--- src/rtl/rng_pool_ctrl.sv ---
// rng_pool_ctrl: sequencer and consumer for random_num_gen.
// Starts the generator with a one-cycle gen_enable_p, waits for gen_done_p, captures the
// NBITS pool, health-checks it and serves accepted pools as WORD-bit words on a valid/ready
// port (word 0 = pool[WORD-1:0] first). Refills automatically while req_en is high. Repeated
// rejects or timeouts park the block in a sticky FAIL state until clr_fail.
//
// Ports:
//   clk, rst_n               clock, asynchronous active-low reset
//   req_en                   level, keep producing words
//   clr_fail                 pulse, leave FAIL
//   cfg_bypass, cfg_maxbits  generator settings, latched on IDLE->REQ
//   gen_enable_p             one-cycle start pulse to generator
//   gen_bypass, gen_maxbits  latched generator settings
//   gen_done_p, gen_y        generator completion pulse and pool
//   rd_valid, rd_ready       output handshake
//   rd_data                  output word
//   busy                     not IDLE and not FAIL
//   health_fail              in FAIL
module rng_pool_ctrl #(
  parameter int unsigned NBITS      = 256,
  parameter int unsigned WORD       = 32,
  parameter int unsigned TIMEOUT    = 4096,
  parameter int unsigned FAIL_LIMIT = 3
) (
  input  logic             clk,
  input  logic             rst_n,
  input  logic             req_en,
  input  logic             clr_fail,
  input  logic             cfg_bypass,
  input  logic [11:0]      cfg_maxbits,
  output logic             gen_enable_p,
  output logic             gen_bypass,
  output logic [11:0]      gen_maxbits,
  input  logic             gen_done_p,
  input  logic [NBITS-1:0] gen_y,
  output logic             rd_valid,
  input  logic             rd_ready,
  output logic [WORD-1:0]  rd_data,
  output logic             busy,
  output logic             health_fail
);

  localparam int unsigned NWORDS = NBITS / WORD;
  localparam int unsigned IdxW   = (NWORDS > 1) ? $clog2(NWORDS) : 1;
  localparam int unsigned WcW    = $clog2(TIMEOUT);
  localparam int unsigned FcW    = $clog2(FAIL_LIMIT + 1);

  localparam logic [IdxW-1:0] LastIdx    = IdxW'(NWORDS - 1);
  localparam logic [WcW-1:0]  WaitLast   = WcW'(TIMEOUT - 1);
  localparam logic [FcW-1:0]  FailLimitC = FcW'(FAIL_LIMIT);

  typedef enum logic [2:0] {
    StIdle,
    StReq,
    StWait,
    StCheck,
    StServe,
    StFail
  } state_e;

  state_e           state_q, state_d;
  logic [NBITS-1:0] pool_q, pool_d;
  logic [NBITS-1:0] prev_pool_q, prev_pool_d;
  logic [IdxW-1:0]  word_idx_q, word_idx_d;
  logic [FcW-1:0]   fail_cnt_q, fail_cnt_d;
  logic [WcW-1:0]   wait_cnt_q, wait_cnt_d;
  logic             bypass_q, bypass_d;
  logic [11:0]      maxbits_q, maxbits_d;

  logic [FcW-1:0] fail_inc;
  logic           fail_hit;
  logic           pool_bad;

  // Saturating increment; reaching the limit is what sends us to FAIL.
  assign fail_inc = (fail_cnt_q == FailLimitC) ? fail_cnt_q : fail_cnt_q + FcW'(1);
  assign fail_hit = (fail_inc == FailLimitC);
  assign pool_bad = (pool_q == prev_pool_q) || (pool_q == '0) || (&pool_q);

  // State register
  always_ff @(posedge clk or negedge rst_n) begin
    if (!rst_n) begin
      state_q     <= StIdle;
      pool_q      <= '0;
      prev_pool_q <= '0;
      word_idx_q  <= '0;
      fail_cnt_q  <= '0;
      wait_cnt_q  <= '0;
      bypass_q    <= 1'b0;
      maxbits_q   <= '0;
    end else begin
      state_q     <= state_d;
      pool_q      <= pool_d;
      prev_pool_q <= prev_pool_d;
      word_idx_q  <= word_idx_d;
      fail_cnt_q  <= fail_cnt_d;
      wait_cnt_q  <= wait_cnt_d;
      bypass_q    <= bypass_d;
      maxbits_q   <= maxbits_d;
    end
  end

  // Next-state logic
  always_comb begin
    state_d     = state_q;
    pool_d      = pool_q;
    prev_pool_d = prev_pool_q;
    word_idx_d  = word_idx_q;
    fail_cnt_d  = fail_cnt_q;
    wait_cnt_d  = wait_cnt_q;
    bypass_d    = bypass_q;
    maxbits_d   = maxbits_q;
    unique case (state_q)
      StIdle: begin
        if (req_en) begin
          state_d   = StReq;
          bypass_d  = cfg_bypass;
          maxbits_d = cfg_maxbits;
        end
      end
      StReq: begin
        wait_cnt_d = '0;
        state_d    = req_en ? StWait : StIdle;
      end
      StWait: begin
        // Dropping req_en wins; a done pulse arriving later lands outside WAIT and is ignored.
        if (!req_en) begin
          state_d = StIdle;
        end else if (gen_done_p) begin
          pool_d  = gen_y;
          state_d = StCheck;
        end else if (wait_cnt_q == WaitLast) begin
          fail_cnt_d = fail_inc;
          state_d    = fail_hit ? StFail : StReq;
        end else begin
          wait_cnt_d = wait_cnt_q + WcW'(1);
        end
      end
      StCheck: begin
        if (pool_bad) begin
          fail_cnt_d = fail_inc;
          state_d    = fail_hit ? StFail : StReq;
        end else begin
          fail_cnt_d  = '0;
          prev_pool_d = pool_q;
          word_idx_d  = '0;
          state_d     = StServe;
        end
      end
      StServe: begin
        if (rd_ready) begin
          word_idx_d = word_idx_q + IdxW'(1);
          if (word_idx_q == LastIdx) begin
            state_d = req_en ? StReq : StIdle;
          end
        end else if (!req_en) begin
          state_d = StIdle;
        end
      end
      StFail: begin
        if (clr_fail) begin
          fail_cnt_d = '0;
          state_d    = StIdle;
        end
      end
      default: state_d = StIdle;
    endcase
  end

  // Outputs, decoded from state and registers only
  always_comb begin
    gen_enable_p = (state_q == StReq);
    rd_valid     = (state_q == StServe);
    health_fail  = (state_q == StFail);
    busy         = (state_q != StIdle) && (state_q != StFail);
    gen_bypass   = bypass_q;
    gen_maxbits  = maxbits_q;
    rd_data      = '0;
    for (int k = 0; k < int'(NWORDS); k++) begin
      if (word_idx_q == IdxW'(k)) begin
        rd_data = pool_q[k*WORD +: WORD];
      end
    end
  end

endmodule

--- config.mk ---
export PLATFORM = sky130hd
export DESIGN_NAME = rng_pool_ctrl
export DESIGN_NICKNAME = d
export VERILOG_FILES = /design/src/rtl/rng_pool_ctrl.sv
export SDC_FILE = /design/constraint.sdc
export NUM_CORES = 1
export LEC_CHECK = 0
export ABC_AREA = 1
export BUFFER_PORTS_ARGS = -buffer_cell sky130_fd_sc_hd__buf_2
export CAP_MARGIN = 20
export CORE_AREA = 5 5 313 315
export CTS_BUF_LIST = sky130_fd_sc_hd__clkbuf_4
export CTS_CLUSTER_SIZE = 14
export DETAILED_ROUTE_END_ITERATION = 6
export DIE_AREA = 0 0 318 320
export GPL_ROUTABILITY_DRIVEN = 0
export PLACE_DENSITY = 0.53
export SETUP_SLACK_MARGIN = 0.02
export SYNTH_ARGS = -nofsm -noshare
export SYNTH_HDL_FRONTEND = slang
export SYNTH_SLANG_ARGS = --single-unit
--- constraint.sdc ---
create_clock -name clk -period 2.84 [get_ports clk]
set_input_delay 0.426 -clock clk [delete_from_list [all_inputs] [get_ports clk]]
set_output_delay 0.426 -clock clk [all_outputs]
set_load 0.05 [all_outputs]
==> metrics.txt <==
Reg clk slew, reported paths approximately 60 ps; kind of critical path reg2out; I/O Buffers approximately 320; part of the cycle the worst path needs 1.26; worst setup margin -750 ps; vias 27,800; Post-synth ARST share 1.00; first-pass GRT wire length 167,000 um; sequential cell area fraction in the yosys report 0.483; H-tree level count 4; most frequent cells in the layout nand2_1 (1,104), nor2_1 (553), dfrtp_1 (543); Layout fillers roughly 9,900; Peak VDD IR ~0.0019 V; Final Max Tran Viols 0; Fmax ~280 MHz; largest net degree at the start of global routing 106; total gr overflow 0; die height about 320 um; Nets about 4,800; CTS tree yes; core area around 95,000 um^2; I/O pins roughly 320; syn nets just over 4,000; Fin. Hold Viols 0; layout cell share with drive strength beyond 1 0.212; Syn Inst Count about 3,800; Multi-input gate area approximately 13,000 um^2; design area ~38,000 um^2; outcome finished, violations left; Tot GR Track Use 0.214; RR Startpoint pool_q[45]; failing checks design-rule violations, negative setup slack; final WL around 110,000 um; Worst-Margin Slew ~630 ps; slew margin rel. 0.581; Initial Util 0.298; Initial DRT Pass Iterations 7; Hold Path Stages 3; P&R area growth vs syn 35.0%; worst skew pair latency between 1000 and 1500 ps; Crit. End Element primary output; Routed WL per cell 19.0 um; Tot Pwr between 40,000 and 50,000 uW; final clock skew 77.9 ps; post-synthesis sequential element count about 550; Syn Std Cell Area 28,200 um^2; yosys warns 0; clk root buf clkbuf_4; initial antenna violation count 3; Post-DP HPWL about 79,000 um; placed instance area about 32,000 um^2; Worst Setup SP word_idx_q[1]; Max Cap Viol 0; Leak Pwr between 0.015 and 0.02 uW; hold path start gen_y[248]; EDFF count, synth 0; ys flop type dfrtp_1; minimum clock period between 3000 and 4000 ps; commonest non-fill, non-tap cell in the layout nand2_1; DRC viols 3; Worst Path Required approximately 2400 ps; clock buffer depth 3; synthesized area per cell between 7 and 8 um^2; synth unique cells 31; critical-path maximum fanout 8; RSZ-0062 raised after global routing true; setup violators final 32; CP startpoint kind flop; Data arrival, critical path 3160 ps; CTS Buf Count ~160; pwr/cell area 1200 nW/um^2; Die Wd 318 um; clock sink count about 550; initial DRC count approximately 2,300; FF+latch area 13,600 um^2; Rows ~110; Vias per Instance roughly 4.7; number of global-route vias before repair between 20,000 and 30,000; Hold/Removal Path Class in2reg; reg2reg path depth 14; post-detailed-route count of antenna-violating nets 0; die area just over 100,000 um^2
[stage by stage]
stage	hold WS (ps)	cells	util	worst slack (ps)	TNS, ps
global route	62.8	5862	0.403	-935	-27810
detailed placement	357	5285	0.338	58.8	0
floorplan	130	3759	-	466	0
finish	154	5862	0.403	-750	-21640
CTS	31.1	5848	0.399	-836	-24070
global placement	361	5285	0.338	57.7	0
[per-layer routing]
metal  track usage  up-vias  share of wire
met2         0.379      889           0.51
met4        0.0731        0          0.029
met5             0        -              0
met1         0.260    13200           0.40
li1              -    13500              -
met3        0.0430      177          0.063
[state kept, by name, summed over array words and instances, names as in the netlist]
name,flops
gen_maxbits,12
pool_q,256
state_q,3
gen_bypass,1
wait_cnt_q,12
prev_pool_q,256
word_idx_q,3
fail_cnt_q,2
[report_power, final]
| part | switching, uW | internal [uW] |
|---|---|---|
| clock | 3610 | 4010 |
| combinational | 13900 | 8820 |
| sequential | 4020 | 11400 |
[cell type report]
type,instances,area share
Timing Repair Buffer,719,0.166
Inverter,399,0.0399
Clock buffer,226,0.0446
Sequential cell,545,0.358
Tap cell,1265,0.0416
Clock inverter,38,0.00775
Multi-Input combinational cell,2663,0.341
Antenna cell,7,0.000460
[cells by family (layout without fill, tap and decap cells)]
kind of cell / Yosys count / after routing / share of synthesized area
DFF: 545 / 545 / 0.483
buffers and inverters: 551 / 1382 / 0.0784
muxes: 65 / 65 / 0.0259
adders and majority gates: 7 / 7 / 0.00310
other: 0 / 7 / 0
and+or+nand+nor: 1877 / 1877 / 0.261
AOI/OAI and AO/OA: 612 / 612 / 0.116
xor gates and xnor gates: 102 / 102 / 0.0317
[what timing repair did]
item / CTS / global route
endpoints found under the setup margin: 32 / 99
pin swaps: 30 / 60
gates cloned: 11 / 1
setup buffers: 6 / 9
hold buffers: 282 / 0
gates resized for setup: 181 / 76
endpoints found under the hold margin: 824 / 0
[cell usage after synthesis (2+ instances only)]
cell type,instances,area (um^2)
nand2_1,1143,4290
nor2_1,580,2180
dfrtp_1,545,13600
inv_1,300,1130
a21oi_1,253,1270
o21ai_0,246,1230
xor2_1,101,885
nand4_1,100,626
inv_2,99,372
clkbuf_1,88,330
mux2_2,65,732
buf_2,49,245
nand3_1,46,230
o221ai_1,31,272
o22ai_1,30,188
o21ai_1,27,135
o211ai_1,17,128
buf_6,9,101
ha_1,7,87.6
nor3_1,5,25.0
buf_1,4,15.0
o31ai_1,4,30.0
a211oi_1,2,15.0
[final timing paths]
kind                       slack (ps)         endpoint
max in group asynchronous        1610       pool_q[61]
setup / recovery                 -750      rd_data[30]
hold reg to reg                   500  gen_maxbits[11]
hold / removal                    150      pool_q[248]
setup reg to reg                  150  prev_pool_q[39]
min in group asynchronous         560       pool_q[70]
[worst max-delay path, cell delays in order, from the launching register on]
cell,delay [ps]
dfrtp_1,380
inv_2,90
ha_4,200
inv_2,70
nand3_4,140
buf_12,210
clkinv_4,50
nand2_2,40
a31oi_2,120
nand2_1,60
o211ai_1,160
o211ai_1,150
nand3_1,90
nand2_1,70
nand2_2,120
buf_8,160
No activity file was read; power rests on OpenSTA's default activity.
